===== src/rtl/hazard_stall_unit_pkg.sv =====
// Shared definitions for the hazard/stall control unit and the ID-stage control mux.
package hazard_stall_unit_pkg;

    localparam int HSU_REG_ADDR_W = 5;

    typedef enum logic [1:0] {
        HSU_RUN      = 2'd0,
        HSU_FLUSH    = 2'd1,
        HSU_MEM_WAIT = 2'd2
    } hsuState_t;

    // ALUOp carried by the bubble control word that ID muxes in when holdControl is set.
    localparam logic [5:0] HSU_BUBBLE_ALUOP = 6'b010101;

endpackage


===== src/rtl/hazard_stall_unit_load_use_cmp.sv =====
// Combinational load-use detector comparing the EX load destination with the ID sources.
module hazard_load_use_cmp
    import hazard_stall_unit_pkg::*;
#(
    parameter int REG_ADDR_W = HSU_REG_ADDR_W
) (
    input  logic [REG_ADDR_W-1:0] idRs,
    input  logic [REG_ADDR_W-1:0] idRt,
    input  logic                  idUsesRt,
    input  logic                  exMemRead,
    input  logic [REG_ADDR_W-1:0] exRd,
    output logic                  loadUse
);

    logic rdNonZero;
    logic rsMatch;
    logic rtMatch;

    // Register 0 is hardwired, so a load targeting it never produces a dependency.
    assign rdNonZero = (exRd != '0);
    assign rsMatch   = (exRd == idRs);
    assign rtMatch   = idUsesRt && (exRd == idRt);
    assign loadUse   = exMemRead && rdNonZero && (rsMatch || rtMatch);

endmodule


===== src/rtl/hazard_stall_unit.sv =====
// Pipeline hold/flush sequencer: load-use stalls, post-branch flushes, memory freeze with watchdog.
module hazard_stall_unit
    import hazard_stall_unit_pkg::*;
#(
    parameter int REG_ADDR_W   = HSU_REG_ADDR_W,
    parameter int FLUSH_CYCLES = 2,
    parameter int MEM_TIMEOUT  = 255
) (
    input  logic                  clk,
    input  logic                  rst,
    input  logic [REG_ADDR_W-1:0] idRs,
    input  logic [REG_ADDR_W-1:0] idRt,
    input  logic                  idUsesRt,
    input  logic                  exMemRead,
    input  logic [REG_ADDR_W-1:0] exRd,
    input  logic                  branchTaken,
    input  logic                  memBusy,
    output logic                  holdControl,
    output logic                  pcWrite,
    output logic                  ifIdWrite,
    output logic                  ifIdFlush,
    output logic                  idExFlush,
    output logic                  memTimeout
);

    localparam int BUSY_W = $clog2(MEM_TIMEOUT + 1);
    localparam logic [BUSY_W-1:0] BUSY_MAX   = BUSY_W'(MEM_TIMEOUT);
    localparam logic [BUSY_W-1:0] BUSY_FIRST = BUSY_W'(1);
    localparam logic [2:0]        FLUSH_INIT = 3'(FLUSH_CYCLES - 1);
    localparam bit                FLUSH_MULTI = (FLUSH_CYCLES > 1);

    hsuState_t         state;
    hsuState_t         stateNext;
    logic [2:0]        flushCnt;
    logic [2:0]        flushCntNext;
    logic [BUSY_W-1:0] busyCnt;
    logic [BUSY_W-1:0] busyCntNext;
    logic              timeoutNext;

    logic              loadUse;
    logic              holdComb;
    logic              pcComb;
    logic              ifIdWrComb;
    logic              ifIdFlComb;
    logic              idExFlComb;

    function automatic logic [BUSY_W-1:0] busyInc(input logic [BUSY_W-1:0] cnt);
        return (cnt >= BUSY_MAX) ? BUSY_MAX : cnt + BUSY_FIRST;
    endfunction

    hazard_load_use_cmp #(
        .REG_ADDR_W (REG_ADDR_W)
    ) uLoadUse (
        .idRs      (idRs),
        .idRt      (idRt),
        .idUsesRt  (idUsesRt),
        .exMemRead (exMemRead),
        .exRd      (exRd),
        .loadUse   (loadUse)
    );

    always_ff @(posedge clk or posedge rst) begin
        if (rst) begin
            state      <= HSU_RUN;
            flushCnt   <= '0;
            busyCnt    <= '0;
            memTimeout <= 1'b0;
        end else begin
            state      <= stateNext;
            flushCnt   <= flushCntNext;
            busyCnt    <= busyCntNext;
            memTimeout <= timeoutNext;
        end
    end

    always_comb begin
        stateNext    = state;
        flushCntNext = flushCnt;
        busyCntNext  = busyCnt;
        timeoutNext  = memTimeout;
        holdComb     = 1'b0;
        pcComb       = 1'b1;
        ifIdWrComb   = 1'b1;
        ifIdFlComb   = 1'b0;
        idExFlComb   = 1'b0;

        case (state)
            HSU_RUN: begin
                if (memBusy) begin
                    // Freeze wins; a coincident branch stays latched in EX and is seen again later.
                    pcComb      = 1'b0;
                    ifIdWrComb  = 1'b0;
                    stateNext   = HSU_MEM_WAIT;
                    busyCntNext = BUSY_FIRST;
                end else if (branchTaken) begin
                    holdComb   = 1'b1;
                    ifIdFlComb = 1'b1;
                    idExFlComb = 1'b1;
                    if (FLUSH_MULTI) begin
                        stateNext    = HSU_FLUSH;
                        flushCntNext = FLUSH_INIT;
                    end
                end else if (loadUse) begin
                    holdComb   = 1'b1;
                    pcComb     = 1'b0;
                    ifIdWrComb = 1'b0;
                end
            end

            HSU_FLUSH: begin
                // Flush outputs hold for the whole state; memBusy only redirects the next state
                // and leaves flushCnt untouched so the remaining bubbles resume after the wait.
                holdComb   = 1'b1;
                ifIdFlComb = 1'b1;
                if (memBusy) begin
                    stateNext   = HSU_MEM_WAIT;
                    busyCntNext = BUSY_FIRST;
                end else if (flushCnt <= 3'd1) begin
                    stateNext    = HSU_RUN;
                    flushCntNext = '0;
                end else begin
                    flushCntNext = flushCnt - 3'd1;
                end
            end

            HSU_MEM_WAIT: begin
                pcComb     = 1'b0;
                ifIdWrComb = 1'b0;
                if (memBusy) begin
                    busyCntNext = busyInc(busyCnt);
                    if (busyCnt == BUSY_MAX) begin
                        timeoutNext = 1'b1;
                    end
                end else begin
                    busyCntNext = '0;
                    stateNext   = (flushCnt != '0) ? HSU_FLUSH : HSU_RUN;
                end
            end

            default: begin
                stateNext = HSU_RUN;
            end
        endcase
    end

    // Reset forces the free-running values straight through, independent of the inputs.
    always_comb begin
        holdControl = holdComb   && !rst;
        pcWrite     = pcComb     || rst;
        ifIdWrite   = ifIdWrComb || rst;
        ifIdFlush   = ifIdFlComb && !rst;
        idExFlush   = idExFlComb && !rst;
    end

endmodule


===== config.mk =====
export PLATFORM = sky130hd
export DESIGN_NAME = hazard_stall_unit
export DESIGN_NICKNAME = d
export VERILOG_FILES = /design/src/rtl/hazard_stall_unit_pkg.sv /design/src/rtl/hazard_stall_unit_load_use_cmp.sv /design/src/rtl/hazard_stall_unit.sv
export SDC_FILE = /design/constraint.sdc
export NUM_CORES = 1
export LEC_CHECK = 0
export BUFFER_PORTS_ARGS = -buffer_cell sky130_fd_sc_hd__clkbuf_2
export CORE_MARGIN = 4
export CORE_UTILIZATION = 45
export CTS_CLUSTER_DIAMETER = 200
export DETAILED_ROUTE_END_ITERATION = 6
export PLACE_DENSITY = 0.7
export SLEW_MARGIN = 20
export SYNTH_ARGS = -nofsm -noshare
export SYNTH_HDL_FRONTEND = slang
export SYNTH_SLANG_ARGS = --single-unit

===== constraint.sdc =====
create_clock -name clk -period 2.3 [get_ports clk]
set_input_delay 0.23 -clock clk [delete_from_list [all_inputs] [get_ports clk]]
set_output_delay 0.23 -clock clk [all_outputs]
set_load 0.05 [all_outputs]

==> out/metrics.cfg <==
[run_status]
status=complete, no violations

[logic_synthesis]
ys_ff_latch=14
async_flop_share_pct=100
synth_seq_area_share_pct=35.3
synth.yosys.warnings=0
synth-edff-count=0
post_synth_inst_count=111
dominantRegCellSynth=sky130_fd_sc_hd__dfrtp_1
cell_area_synth_um2=992
synth_area_per_cell_um2=8.94
mappedNetlistNets=136
synth.lib_cells_used.distinct=37

[timing]
final_min_period_over_clock_period_pct=79.6
slew_headroom_pct=66.3
max_freq_ghz=0.546
grt_setup_unrepaired=no
setup_total_negative_slack_ns=0
finalSetupViolCount=0
clock_skew_after_layout_ns=0.00536
final_slew_viol_count=0
period_needed_ns=1.83
finalHoldViolCount=0
tightest_slew_ns=0.505
finalHoldWorstSlack_ns=0.0127

[worst_setup_path]
worst_path_cell_chain=or4_1, o21bai_1, clkbuf_2
critPathTopFamily=simple AND/OR/NAND/NOR gates
element_type_at_the_critical_path_start=register
crit_slowest_cell=sky130_fd_sc_hd__or4_1
worstPathMaxFanout=2
cp.arrival_ns=1.60
worstReg2RegEnd=flushCnt[2]
critPathBufInv=1
cpPeakStageDelay_ns=0.52
ff2ff_path_depth=5
timing_worst_setup_path_type=reg2out
setup.worst_path.end_class=output port
timing.reg2reg.setup_slack_ns=0.71
rr_startpoint=flushCnt[0]
worst-endpoint-required_ns=2.07

[final_layout]
drive_gt1_share_pct=28.1
antennaDiodeCount=0
fillerInstances=200
most-common-layout-cells=sky130_fd_sc_hd__clkbuf_2 (26), sky130_fd_sc_hd__dfrtp_1 (14), sky130_fd_sc_hd__a21oi_1 (12)
utilization_pct=58.2
flow.area_growth_from_synthesis_pct=18.7
final_nets=165
mostFrequentLayoutCell=sky130_fd_sc_hd__clkbuf_2

[power_and_ir_drop]
power.density_nw_per_um2=624
vdd_ir_max_mv=0.533
power.share.switching_pct=35.0
p_leak_nw=0.574
share_clk_of_total_power_pct=23.7
combinationalPowerShare_pct=35.5
intPower_uw=477
sequentialPowerShare_pct=40.8
p_switching_uw=257

[floorplan]
core.rowCount=16
floorplan.initialDensity_pct=49.1
boundaryPins=27
chipHeight_um=55.0
fp.dieW_um=55.0
die_area_um2=3020
core_area_um2=2020

[place]
dpl.hpwl_um=1660
place.port_buffers=26
gp_routability_congestion=0.850

[min_path]
worst_hold_class=in2async

[detailed_routing]
route.detailed.wl_per_inst_um=12.4
detail_route.vias_per_cell=5.39
detail_route.drc_violations=0
routed_wirelength_um=2060
ant_nets=0
dr.first_iter.drc_count=16
vias=895
first_pass_iters=4

[cts]
clock_sinks=14
tritoncts=built
cts_post_setup_buffers_inserted=0
h-tree-depth=1
cts-root-buf=sky130_fd_sc_hd__clkbuf_4
num_cts_buffers=3
holdBufCountCts=0
worst_setup_hold_path_clk_slew_ns=0.08
cts-root-to-sink-buffers=2
clkLatencyLatePin_ns=0.28
postCtsResizedCells=0

[global_route]
global_route.peak_usage_layer=met2
grt_util_met3_pct=3.49
grt_first_pass_wirelength_um=3570
track_usage_pct=16.3
grt_remaining_overflow=0
first_global_vias=872
grt_util_met1_pct=18.5
grt_util_met2_pct=28.9
grt_antenna_before_repair=0
grt_start_max_net_pins=15

[flow_run]
max-cap-violations=0

==> how the worst max path moves through the flow <==
stage	depth (start not counted)	slack (ns)	to	start
3_5_place_dp	6	0.54	ifIdWrite	exRd[1]
3_3_place_gp	6	0.55	ifIdWrite	exRd[1]
6_report	3	0.47	holdControl	state[1]
4_1_cts	3	0.46	holdControl	state[1]
5_1_grt	3	0.41	ifIdWrite	state[0]
2_1_floorplan	3	0.24	holdControl	state[1]
==> sequential cells by signal (all words and copies together) (netlist names) <==
signal / count
state: 2
flushCnt: 3
busyCnt: 8
memTimeout: 1
==> layout make-up <==
cell class / instances / area, µm² / share of cell area, %
multi-input combinational: 86 / 586 / 49.7
tap: 27 / 33.8 / 2.87
clock buffer: 4 / 36.3 / 3.08
inverter: 7 / 26.3 / 2.23
sequential: 14 / 350 / 29.8
timing repair buffer: 28 / 145 / 12.3
==> cells by family (layout without fill, tap and decap cells) <==
group	after synthesis	in the layout	share of synthesized area [%]
buf+inv	11	39	6.81
mux	1	1	1.01
compound gates	36	36	23.8
simple gates	35	35	19.2
xor+xnor	10	10	8.83
flops	14	14	35.3
fa+ha+maj	4	4	5.04
==> metrics by stage <==
step                      cells  setup WS, ns  total power, mW  area (µm²)
after floorplan             111         0.243            0.505        1000
after global placement      162         0.549            0.560        1140
after detailed placement    162         0.537            0.567        1140
after CTS                   166         0.462            0.742        1180
after global routing        166         0.406            0.795        1180
final                       166         0.469            0.734        1180
==> Yosys cell counts (2+ instances only) <==
library cell	count	area [µm²]
sky130_fd_sc_hd__xor2_1	9	78.8
sky130_fd_sc_hd__or4_1	4	30.0
sky130_fd_sc_hd__ha_1	4	50.1
sky130_fd_sc_hd__nand2_1	8	30.0
sky130_fd_sc_hd__a21oi_1	12	60.1
sky130_fd_sc_hd__nor4_1	2	12.5
sky130_fd_sc_hd__and3_1	3	18.8
sky130_fd_sc_hd__a221o_1	2	20.0
sky130_fd_sc_hd__buf_6	3	33.8
sky130_fd_sc_hd__nor2_1	6	22.5
sky130_fd_sc_hd__nand2b_1	2	12.5
sky130_fd_sc_hd__nor3_1	3	15.0
sky130_fd_sc_hd__inv_1	7	26.3
sky130_fd_sc_hd__dfrtp_1	14	350
sky130_fd_sc_hd__a21o_1	2	15.0
sky130_fd_sc_hd__o21ai_0	5	25.0
sky130_fd_sc_hd__nand3_1	2	10.0
sky130_fd_sc_hd__o211ai_1	2	15.0
sky130_fd_sc_hd__o21ai_1	3	15.0
==> worst reg2reg max path, stage by stage, from the launching register on <==
cell and delay [ns]:
sky130_fd_sc_hd__dfrtp_1 0.42, sky130_fd_sc_hd__ha_1 0.20, sky130_fd_sc_hd__o21ba_2 0.21, sky130_fd_sc_hd__o21ai_0 0.12, sky130_fd_sc_hd__or4_1 0.45, sky130_fd_sc_hd__o21ai_1 0.11
==> metal layers <==
| metal | up-vias | share of wire (%) |
|---|---|---|
| li1 | 461 | - |
| met1 | 400 | 44 |
| met2 | 28 | 48 |
| met3 | 6 | 7.2 |
| met4 | 0 | 1.7 |
| met5 | - | 0 |
==> power by group through the flow <==
stage                     logic, mW  clock network, mW  registers, mW
after floorplan               0.202                  0          0.303
after global placement        0.255                  0          0.305
after detailed placement      0.261                  0          0.305
after CTS                     0.263              0.179          0.300
after global routing          0.301              0.191          0.303
final                         0.260              0.174          0.300
(Power assumes the default switching activity.)
